### config.mk
export PLATFORM = sky130hd
export DESIGN_NAME = spi_accel_responder
export DESIGN_NICKNAME = d
export VERILOG_FILES = /design/src/rtl/spi_accel_pkg.sv /design/src/rtl/spi_edge_sync.sv /design/src/rtl/spi_accel_responder.sv
export SDC_FILE = /design/constraint.sdc
export NUM_CORES = 1
export LEC_CHECK = 0
export BUFFER_PORTS_ARGS = -buffer_cell sky130_fd_sc_hd__buf_4
export CAP_MARGIN = 20
export CORE_MARGIN = 5
export CORE_UTILIZATION = 35
export DETAILED_ROUTE_END_ITERATION = 12
export RECOVER_POWER = 100
export SLEW_MARGIN = 15
export SYNTH_ARGS = -nofsm -noshare
export SYNTH_HDL_FRONTEND = slang
export SYNTH_SLANG_ARGS = --single-unit
### constraint.sdc
create_clock -name clock -period 2.9 [get_ports clock]
set_input_delay 0.58 -clock clock [delete_from_list [all_inputs] [get_ports clock]]
set_output_delay 0.58 -clock clock [all_outputs]
set_load 0.01 [all_outputs]
### src/rtl/spi_accel_pkg.sv
// Shared definitions for the SPI accelerometer responder: command bytes, register map, FSM states.
package spi_accel_pkg;

    localparam logic [7:0] CMD_WRITE      = 8'h0A;
    localparam logic [7:0] CMD_READ       = 8'h0B;
    localparam logic [7:0] SOFT_RESET_KEY = 8'h52;

    localparam logic [5:0] ADDR_DEVID_AD   = 6'h00;
    localparam logic [5:0] ADDR_DEVID_MST  = 6'h01;
    localparam logic [5:0] ADDR_PARTID     = 6'h02;
    localparam logic [5:0] ADDR_XDATA8     = 6'h08;
    localparam logic [5:0] ADDR_YDATA8     = 6'h09;
    localparam logic [5:0] ADDR_ZDATA8     = 6'h0A;
    localparam logic [5:0] ADDR_XDATA_L    = 6'h0E;
    localparam logic [5:0] ADDR_XDATA_H    = 6'h0F;
    localparam logic [5:0] ADDR_YDATA_L    = 6'h10;
    localparam logic [5:0] ADDR_YDATA_H    = 6'h11;
    localparam logic [5:0] ADDR_ZDATA_L    = 6'h12;
    localparam logic [5:0] ADDR_ZDATA_H    = 6'h13;
    localparam logic [5:0] ADDR_SOFT_RESET = 6'h1F;
    localparam logic [5:0] ADDR_RAM_FIRST  = 6'h20;
    localparam logic [5:0] ADDR_RAM_LAST   = 6'h2E;

    localparam int RAM_FIRST = 32;
    localparam int RAM_LAST  = 46;

    typedef enum logic [2:0] {
        IDLE,
        CMD,
        ADDR,
        RD_DATA,
        WR_DATA,
        IGNORE
    } state_t;

    typedef struct packed {
        logic [11:0] x;
        logic [11:0] y;
        logic [11:0] z;
    } sample_t;

    // 0x1F is the soft-reset key register; it accepts writes but stores nothing.
    function automatic logic is_writable(input logic [5:0] a);
        return (a >= ADDR_SOFT_RESET) && (a <= ADDR_RAM_LAST);
    endfunction

    function automatic logic [7:0] data_hi(input logic [11:0] s);
        return {{4{s[11]}}, s[11:8]};
    endfunction

endpackage

### src/rtl/spi_edge_sync.sv
// Synchronizes one async input into the clock domain and flags its rising/falling edges.
// Latency: edge flags assert STAGES clocks after the input changes.
// Backpressure: none; edges are single-cycle pulses that are never held.
module spi_edge_sync #(
    parameter int   STAGES    = 2,
    parameter logic RESET_VAL = 1'b0
) (
    input  logic clock,
    input  logic reset,
    input  logic din,
    output logic rise,
    output logic fall
);

    logic [STAGES-1:0] chain;
    logic              prev;

    always_ff @(posedge clock or negedge reset) begin
        if (!reset) begin
            chain <= {STAGES{RESET_VAL}};
            prev  <= RESET_VAL;
        end else begin
            chain <= {chain[STAGES-2:0], din};
            prev  <= chain[STAGES-1];
        end
    end

    assign rise = chain[STAGES-1] & ~prev;
    assign fall = ~chain[STAGES-1] & prev;

endmodule

### src/rtl/spi_accel_responder.sv
// SPI mode-0 slave emulating an ADXL362-style accelerometer register file.
// Latency: SPI edges act SYNC_STAGES+1 clocks after they occur; miso follows sclk falls.
// Backpressure: none; the SPI master paces everything, SCLK must stay at or below clock/8.
module spi_accel_responder
    import spi_accel_pkg::*;
#(
    parameter logic [7:0] DEVID_AD    = 8'hAD,
    parameter logic [7:0] DEVID_MST   = 8'h1D,
    parameter logic [7:0] PARTID      = 8'hF2,
    parameter int         SYNC_STAGES = 2
) (
    input  logic        clock,
    input  logic        reset,
    input  logic        sclk,
    input  logic        mosi,
    input  logic        ss,
    output logic        miso,
    input  logic [11:0] accel_x_in,
    input  logic [11:0] accel_y_in,
    input  logic [11:0] accel_z_in,
    output logic        busy,
    output logic        wr_strobe,
    output logic [5:0]  wr_addr,
    output logic [7:0]  wr_data,
    output logic        cmd_error
);

    logic sclk_rise, sclk_fall;
    logic ss_rise, ss_fall;
    logic [SYNC_STAGES-1:0] mosi_chain;
    logic mosi_s;

    state_t      state;
    logic [2:0]  bit_cnt;
    logic [6:0]  rx_shift;
    logic [7:0]  rx_byte;
    logic [7:0]  tx_shift;
    logic [5:0]  addr;
    logic        is_write;
    logic        miso_q;
    logic        soft_clr;
    sample_t     shadow;
    logic [7:0]  ram [RAM_FIRST:RAM_LAST];
    logic [5:0]  rd_addr;
    logic [7:0]  rd_data;

    spi_edge_sync #(.STAGES(SYNC_STAGES), .RESET_VAL(1'b0)) u_sclk_sync (
        .clock (clock),
        .reset (reset),
        .din   (sclk),
        .rise  (sclk_rise),
        .fall  (sclk_fall)
    );

    // ss resets to "selected" so a master already holding ss low at reset release
    // produces no falling edge; only a fresh high-to-low transition starts a transaction.
    spi_edge_sync #(.STAGES(SYNC_STAGES), .RESET_VAL(1'b0)) u_ss_sync (
        .clock (clock),
        .reset (reset),
        .din   (ss),
        .rise  (ss_rise),
        .fall  (ss_fall)
    );

    always_ff @(posedge clock or negedge reset) begin
        if (!reset) begin
            mosi_chain <= '0;
        end else begin
            mosi_chain <= {mosi_chain[SYNC_STAGES-2:0], mosi};
        end
    end

    assign mosi_s  = mosi_chain[SYNC_STAGES-1];
    assign rx_byte = {rx_shift, mosi_s};
    // While the address byte completes, the read target is the byte just received.
    assign rd_addr = (state == ADDR) ? rx_byte[5:0] : addr;

    always_comb begin
        rd_data = 8'h00;
        case (rd_addr)
            ADDR_DEVID_AD:  rd_data = DEVID_AD;
            ADDR_DEVID_MST: rd_data = DEVID_MST;
            ADDR_PARTID:    rd_data = PARTID;
            ADDR_XDATA8:    rd_data = shadow.x[11:4];
            ADDR_YDATA8:    rd_data = shadow.y[11:4];
            ADDR_ZDATA8:    rd_data = shadow.z[11:4];
            ADDR_XDATA_L:   rd_data = shadow.x[7:0];
            ADDR_XDATA_H:   rd_data = data_hi(shadow.x);
            ADDR_YDATA_L:   rd_data = shadow.y[7:0];
            ADDR_YDATA_H:   rd_data = data_hi(shadow.y);
            ADDR_ZDATA_L:   rd_data = shadow.z[7:0];
            ADDR_ZDATA_H:   rd_data = data_hi(shadow.z);
            default: begin
                if (rd_addr >= ADDR_RAM_FIRST && rd_addr <= ADDR_RAM_LAST) begin
                    rd_data = ram[rd_addr];
                end
            end
        endcase
    end

    always_ff @(posedge clock or negedge reset) begin
        if (!reset) begin
            state     <= IDLE;
            busy      <= 1'b0;
            miso_q    <= 1'b0;
            bit_cnt   <= 3'd0;
            rx_shift  <= 7'd0;
            tx_shift  <= 8'h00;
            addr      <= 6'd0;
            is_write  <= 1'b0;
            wr_strobe <= 1'b0;
            wr_addr   <= 6'd0;
            wr_data   <= 8'h00;
            cmd_error <= 1'b0;
            soft_clr  <= 1'b0;
            shadow    <= '0;
            for (int i = RAM_FIRST; i <= RAM_LAST; i++) begin
                ram[6'(i)] <= 8'h00;
            end
        end else begin
            wr_strobe <= 1'b0;
            soft_clr  <= 1'b0;
            if (soft_clr) begin
                for (int i = RAM_FIRST; i <= RAM_LAST; i++) begin
                    ram[6'(i)] <= 8'h00;
                end
            end

            // ss edges take priority over any sclk edge detected in the same cycle.
            if (ss_rise) begin
                state   <= IDLE;
                busy    <= 1'b0;
                miso_q  <= 1'b0;
                bit_cnt <= 3'd0;
            end else if (ss_fall) begin
                state   <= CMD;
                busy    <= 1'b1;
                miso_q  <= 1'b0;
                bit_cnt <= 3'd0;
                shadow  <= {accel_x_in, accel_y_in, accel_z_in};
            end else if (state != IDLE) begin
                if (sclk_rise) begin
                    rx_shift <= rx_byte[6:0];
                    bit_cnt  <= bit_cnt + 3'd1;
                    if (bit_cnt == 3'd7) begin
                        case (state)
                            CMD: begin
                                if (rx_byte == CMD_READ) begin
                                    is_write <= 1'b0;
                                    state    <= ADDR;
                                end else if (rx_byte == CMD_WRITE) begin
                                    is_write <= 1'b1;
                                    state    <= ADDR;
                                end else begin
                                    cmd_error <= 1'b1;
                                    state     <= IGNORE;
                                end
                            end
                            ADDR: begin
                                if (is_write) begin
                                    addr  <= rx_byte[5:0];
                                    state <= WR_DATA;
                                end else begin
                                    tx_shift <= rd_data;
                                    addr     <= rx_byte[5:0] + 6'd1;
                                    state    <= RD_DATA;
                                end
                            end
                            RD_DATA: begin
                                tx_shift <= rd_data;
                                addr     <= addr + 6'd1;
                            end
                            WR_DATA: begin
                                if (is_writable(addr)) begin
                                    wr_strobe <= 1'b1;
                                    wr_addr   <= addr;
                                    wr_data   <= rx_byte;
                                    if (addr == ADDR_SOFT_RESET) begin
                                        soft_clr <= (rx_byte == SOFT_RESET_KEY);
                                    end else begin
                                        ram[addr] <= rx_byte;
                                    end
                                end
                                addr <= addr + 6'd1;
                            end
                            default: ;
                        endcase
                    end
                end else if (sclk_fall && state == RD_DATA) begin
                    miso_q   <= tx_shift[7];
                    tx_shift <= {tx_shift[6:0], 1'b0};
                end
            end
        end
    end

    // Blank miso in the cycle synced ss rises, before the FSM has returned to IDLE.
    assign miso = miso_q & ~ss_rise;

endmodule

==> impl_metrics.ini, run 1 <==
[pwr]
p_leak_uw = 0.00441
power_density_nw_per_um2 = 651
ir_drop_mv = 0.368
finalPower_uw = 7730

[grt]
grt.total_usage_pct = 18.3
grt_max_degree = 42
grt_pass1_wl_mm = 44.8
antenna_found_initial = 0
grt_pass1_vias = 7303
globalRoute.totalOverflow = 0

[layout]
diodes = 0
syn2layout_area_growth_pct = 19.4
fin_area_um2 = 11900
drive_gt1_share_pct = 24.1
final_util_pct = 42.5
nNetsFinal = 959

[synth]
ys_ff_latch = 210
syn_nets = 854
syn_inst = 805
synth_area_um2 = 9950
ys.flop_type = edfxtp_1
synth_area_per_cell_um2 = 12.4
ys_seq_area_share_pct = 58.8
synth_edf_count = 120
ys_types = 72
async_flop_share_pct = 42.9
yosysWarnings = 0

[placed_design]
gp_congestion = 0.899
io_buffers = 58
dpl_cell_area_um2 = 11200
dp_hpwl_mm = 20.3

[cts]
cts_root_buffer = clkbuf_16
clock-sinks = 210
cts_buffers = 23
clkLatencyLatePin_ns = 0.53
cts_tree = yes
cts_htree_levels = 1
clkTransAtPathRegs_ns = 0.06
ctsLongestPathBuffers = 3

[detailed_routing]
drc = 0
drtIter0Drc = 650
drt_wl_total_mm = 29.0
vias = 7338
wl_per_cell_um = 22.2
viasPerCell = 5.63
final_antenna_net_count = 0
firstDrtPassIters = 5

[critical_path]
endpoint_kind = register
path_buf_inv = 0
crit_arrival_ns = 3.18
r2r-start = u_ss_sync.chain[1]$_DFF_PN0_
cp_top_family = compound AO/OA/AOI/OAI gates
worstSetupPathType = reg -> reg
critPathSlowestCell = o2111a_1
crit_required_ns = 3.31
critPathMaxStageDelay_ns = 0.44
path_cells = ha_1 -> nor4b_4 -> o2111a_1 -> o311ai_0 -> a2111oi_0 -> nand3_1 -> o221a_1
crit_path_max_fanout = 6
worst_setup_path_start_kind = register
crit_start = u_ss_sync.chain[1]$_DFF_PN0_

[floorplan]
num_rows = 61
die_h_um = 179
floorplan.initialDensity_pct = 35.6
coreArea_um2 = 27900
dieArea_um2 = 31900
die_w_um = 179
io_pins = 59

[timing]
setup_viol = 0
final_max_slew_viol_count = 0
period_share_pct = 95.5
worst_pin_slew_ns = 1.15
hold_viol_final = 0
fmax_mhz = 361
relSlewSlack_pct = 23.4
fin_skew_ns = 0.0129
min_period_ns = 2.77

[worst_hold_path]
hp-start = ss
hp-class = in -> reg

[status]
status = completed

[flow_run]
maxCapViolCount = 0
==> worst register-to-register path, stage by stage (launching register included) <==
cell and delay, ns:
dfrtp_1 0.40, ha_1 0.28, nor4b_4 0.40, o2111a_1 0.44, o311ai_0 0.19, a2111oi_0 0.42, nand3_1 0.24, o221a_1 0.29
==> flip-flops by register name (all words and copies together), names as in the netlist, 2 cells and up <==
| name | flops |
|---|---|
| u_sclk_sync.chain | 2 |
| wr_data | 8 |
| state | 3 |
| addr | 6 |
| u_ss_sync.chain | 2 |
| wr_addr | 6 |
| shadow | 36 |
| mosi_chain | 2 |
| ram | 120 |
| rx_shift | 7 |
| tx_shift | 8 |
| bit_cnt | 3 |
==> cell type report <==
| class | instances | area (µm²) |
|---|---|---|
| Clock buffer | 33 | 643 |
| Clock inverter | 8 | 129 |
| Fill cell | 2741 | 16000 |
| Inverter | 23 | 86.3 |
| Multi-Input combinational cell | 522 | 3770 |
| Sequential cell | 210 | 5860 |
| Tap cell | 378 | 473 |
| Timing Repair Buffer | 130 | 928 |
==> per-stage QoR <==
stage	worst slack, ns	cells	TNS, ns	hold slack [ns]
floorplan	0.122	805	0	0.284
global placement	0.0478	1261	0	0.336
detailed placement	0.0808	1261	0	0.336
CTS	0.0781	1303	0	0.137
global route	-0.0388	1304	-0.0388	0.165
finish	0.129	1304	0	0.177
==> Yosys cell counts, types with 7 or more instances <==
| library cell | n | area (µm²) |
|---|---|---|
| inv_1 | 23 | 86.3 |
| mux2_2 | 61 | 687 |
| nor4_1 | 9 | 56.3 |
| mux2i_1 | 37 | 370 |
| a221oi_1 | 11 | 96.3 |
| a22oi_1 | 10 | 75.1 |
| nand4_1 | 19 | 119 |
| o21ai_0 | 42 | 210 |
| clkbuf_1 | 27 | 101 |
| dfrtp_1 | 90 | 2250 |
| edfxtp_1 | 120 | 3600 |
| a211oi_1 | 13 | 97.6 |
| nand3_1 | 15 | 75.1 |
| nor2_1 | 44 | 165 |
| a21oi_1 | 32 | 160 |
| nand2_1 | 61 | 229 |
| a22o_1 | 7 | 61.3 |
| a31oi_1 | 8 | 50.1 |
| nor3_1 | 11 | 55.1 |
| ha_1 | 8 | 100 |
| nor2b_1 | 13 | 81.3 |
| buf_2 | 13 | 65.1 |
==> final timing paths <==
path | endpoint | slack (ns) | depth (start not counted)
setup / recovery | tx_shift[2]$_DFFE_PN0P_ | 0.13 | 7
hold / removal | u_ss_sync.chain[0]$_DFF_PN0_ | 0.18 | 1
setup reg to reg | tx_shift[2]$_DFFE_PN0P_ | 0.13 | 7
hold reg to reg | u_sclk_sync.chain[1]$_DFF_PN0_ | 0.35 | 0
max in group asynchronous | shadow[28]$_DFFE_PN0P_ | 1.13 | 3
min in group asynchronous | shadow[30]$_DFFE_PN0P_ | 0.52 | 2
==> timing repair <==
action	in CTS	in global routing
gates resized for setup	0	1
hold endpoints to repair	22	0
endpoints found under the setup margin	0	98
setup buffers	0	1
hold buffers	1	0
==> placed cells by master (no fill, tap or decap), types with 7 or more instances in the layout <==
cell       synthesis  final
mux2i_1           37     37
dfrtp_1           90     90
clkbuf_16          0     23
nand2_1           61     61
nor2b_1           13     13
a31oi_1            8      8
nor3_1            11     11
nor2_1            44     44
nor4_1             9      9
o21ai_0           42     42
mux2_2            61     61
a22o_1             7      7
a21oi_1           32     32
a22oi_1           10     10
a211oi_1          13     13
edfxtp_1         120    120
nand3_1           15     15
buf_4              2     99
ha_1               8      7
clkbuf_1          27     29
nand4_1           19     19
inv_1             23     23
a221oi_1          11     11
==> per-layer routing <==
metal / GRT usage, % / part of all wire [%] / routed length (µm) / vias up
met1: 25.5 / 43 / 12500 / 3669
met4: 4.73 / 2.6 / 758 / 0
met2: 29.7 / 47 / 13800 / 307
met5: 0 / 0 / 0 / -
met3: 3.33 / 6.8 / 1980 / 59
li1: - / - / - / 3303
==> cells by family after synthesis <==
| group | synth area share [%] |
|---|---|
| XOR/XNOR | 0.528 |
| AND/OR/NAND/NOR | 12.9 |
| multiplexers | 11.0 |
| buffers and inverters | 3.42 |
| flip-flops | 58.8 |
| adder cells (fa/ha/maj) | 1.01 |
| AO/OA/AOI/OAI | 12.4 |
==> report_power, final <==
group / total [µW] / switching [µW] / internal, µW
sequential: 3680 / 206 / 3480
combinational: 1030 / 643 / 385
clock: 3020 / 1210 / 1810
(Power assumes the default switching activity.)
==> run 2: changes to the inputs <==
--- a/config.mk
+++ b/config.mk
@@ -7,7 +7,6 @@
 export LEC_CHECK = 0
 export BUFFER_PORTS_ARGS = -buffer_cell sky130_fd_sc_hd__buf_4
 export CAP_MARGIN = 20
-export CORE_MARGIN = 5
 export CORE_UTILIZATION = 35
 export DETAILED_ROUTE_END_ITERATION = 12
 export RECOVER_POWER = 100
==> run 2 against run 1 <==
  * Hold slack better by 0.012 ns
  * Routed wire length about the same
  * Sequential cell count is the same
  * Register-to-register slack about the same
  * Critical path depth rose by 1
==> impl_metrics.ini, run 2 (synthesis results as in run 1) <==
[status]
status = completed

[layout]
top_regs = ram x120, shadow x36
final_common_cell = edfxtp_1
largest_reg_flops = 120
most-common-layout-cells = edfxtp_1 (120), dfrtp_1 (90), buf_4 (82), nand2_1 (61), mux2_2 (61)
final_util_pct = 42.2
fillers = 2631
nNetsFinal = 959
syn2layout_area_growth_pct = 18.0
drive_gt1_share_pct = 23.7
top_register = ram
diodes = 0

[placed_design]
io_buffers = 58
gp_congestion = 0.961
dp_hpwl_mm = 20.6

[grt]
antenna_found_initial = 0
grt_max_degree = 84
globalRoute.totalOverflow = 0
grt_pass1_vias = 7166
grt_pass1_wl_mm = 44.7
grt.total_usage_pct = 20.5

[critical_path]
r2r-start = state[1]$_DFFE_PN0P_
crit_required_ns = 3.30
worstSetupPathType = reg -> reg
critical_path.endpoint = tx_shift[2]$_DFFE_PN0P_
crit_arrival_ns = 3.18
crit_path_max_fanout = 18
worst_setup_path_start_kind = register
endpoint_kind = register
r2r_slack_ns = 0.12
crit_start = state[1]$_DFFE_PN0P_
reg2reg_to = tx_shift[2]$_DFFE_PN0P_
worstRegToRegCells = 8

[floorplan]
dieArea_um2 = 29100
floorplan.initialDensity_pct = 35.7
die_h_um = 171
io_pins = 59
num_rows = 61
coreArea_um2 = 27900
die_w_um = 171

[pwr]
switching_share_pct = 27.0
power_density_nw_per_um2 = 636
ir_drop_mv = 0.344
finalPower_uw = 7470
pwr-share-clk_pct = 37.0
p_sw_uw = 2020
p_leak_uw = 0.00435
seqPwrFrac_pct = 49.0
power_frac_comb_pct = 14.0
internal_power_uw = 5450

[detailed_routing]
wl_per_cell_um = 22.2
drc = 0
firstDrtPassIters = 5
drt_wl_total_mm = 29.0
drtIter0Drc = 664
viasPerCell = 5.60
vias = 7296
final_antenna_net_count = 0

[timing]
hold_viol_final = 0
fin_skew_ns = 0.0170
fmax_mhz = 360
period_share_pct = 95.7
worst_pin_slew_ns = 1.18
min_period_ns = 2.78
final_max_slew_viol_count = 0
relSlewSlack_pct = 21.5
setup_viol = 0
rsz0062_at_grt = no

[cts]
clock-sinks = 210
cts_htree_levels = 1
ctsLongestPathBuffers = 3
cts_buffers = 22
clkTransAtPathRegs_ns = 0.06
cts_root_buffer = clkbuf_16
clkLatencyLatePin_ns = 0.52
cts_setup_buffers = 0
cts_tree = yes

[flow_run]
maxCapViolCount = 0

[worst_hold_path]
hp-class = in -> reg
-- run 2: critical path, stage by stage (launching register included) --
cell and delay [ns]:
dfrtp_1 0.38, or3b_1 0.41, buf_4 0.32, nor3_2 0.08, a22o_1 0.23, a2111oi_0 0.66
buf_4 0.22, nand3_1 0.11, o221a_1 0.25
-- run 2: final cells by class --
type	instances	area (µm²)	share of cell area (%)
Clock inverter	12	120	1.02
Timing Repair Buffer	131	876	7.45
Inverter	23	86.3	0.735
Tap cell	378	473	4.03
Sequential cell	210	5860	49.8
Clock buffer	27	579	4.93
Multi-Input combinational cell	522	3760	32.0
-- run 2: repair_timing --
item / in CTS / in global routing
gates resized for setup: 1 / 2
hold buffers: 1 / 0
endpoints found under the setup margin: 1 / 1
endpoints found under the hold margin: 7 / 0
-- run 2: routing by layer --
layer | wire length [µm] | vias up | track usage [%]
met5 | 0 | - | 0
met4 | 941 | 0 | 7.01
met3 | 1830 | 65 | 2.96
met2 | 13600 | 303 | 32.1
met1 | 12600 | 3631 | 28.8
li1 | - | 3297 | -
-- run 2: metrics by stage --
step,instances,setup slack [ns],hold WS [ns],instance area (µm²),TNS [ns]
floorplan,805,0.122,0.284,9950,0
global placement,1263,-0.0831,0.335,11200,-0.0831
detailed placement,1263,-0.0289,0.335,11200,-0.0289
CTS,1303,0.0901,0.150,11900,0
global route,1303,0.00652,0.172,11700,0
finish,1303,0.124,0.189,11700,0
-- run 2: how the worst min path moves through the flow --
stage,startpoint,slack [ns],to,depth (start not counted)
floorplan,reset,0.28,addr[0]$_DFFE_PN0P_,0
global placement,u_sclk_sync.chain[0]$_DFF_PN0_,0.33,u_sclk_sync.chain[1]$_DFF_PN0_,0
detailed placement,u_sclk_sync.chain[0]$_DFF_PN0_,0.33,u_sclk_sync.chain[1]$_DFF_PN0_,0
CTS,mosi,0.15,mosi_chain[0]$_DFF_PN0_,1
global route,sclk,0.17,u_sclk_sync.chain[0]$_DFF_PN0_,1
finish,ss,0.19,u_ss_sync.chain[0]$_DFF_PN0_,1
-- run 2: power by group through the flow --
stage	clock network [µW]	registers (µW)	logic [µW]
after CTS	2830	3650	1080
after global placement	0	3710	1060
after global routing	2940	3680	1130
final	2770	3660	1040
after floorplan	0	3700	558
after detailed placement	0	3710	1070
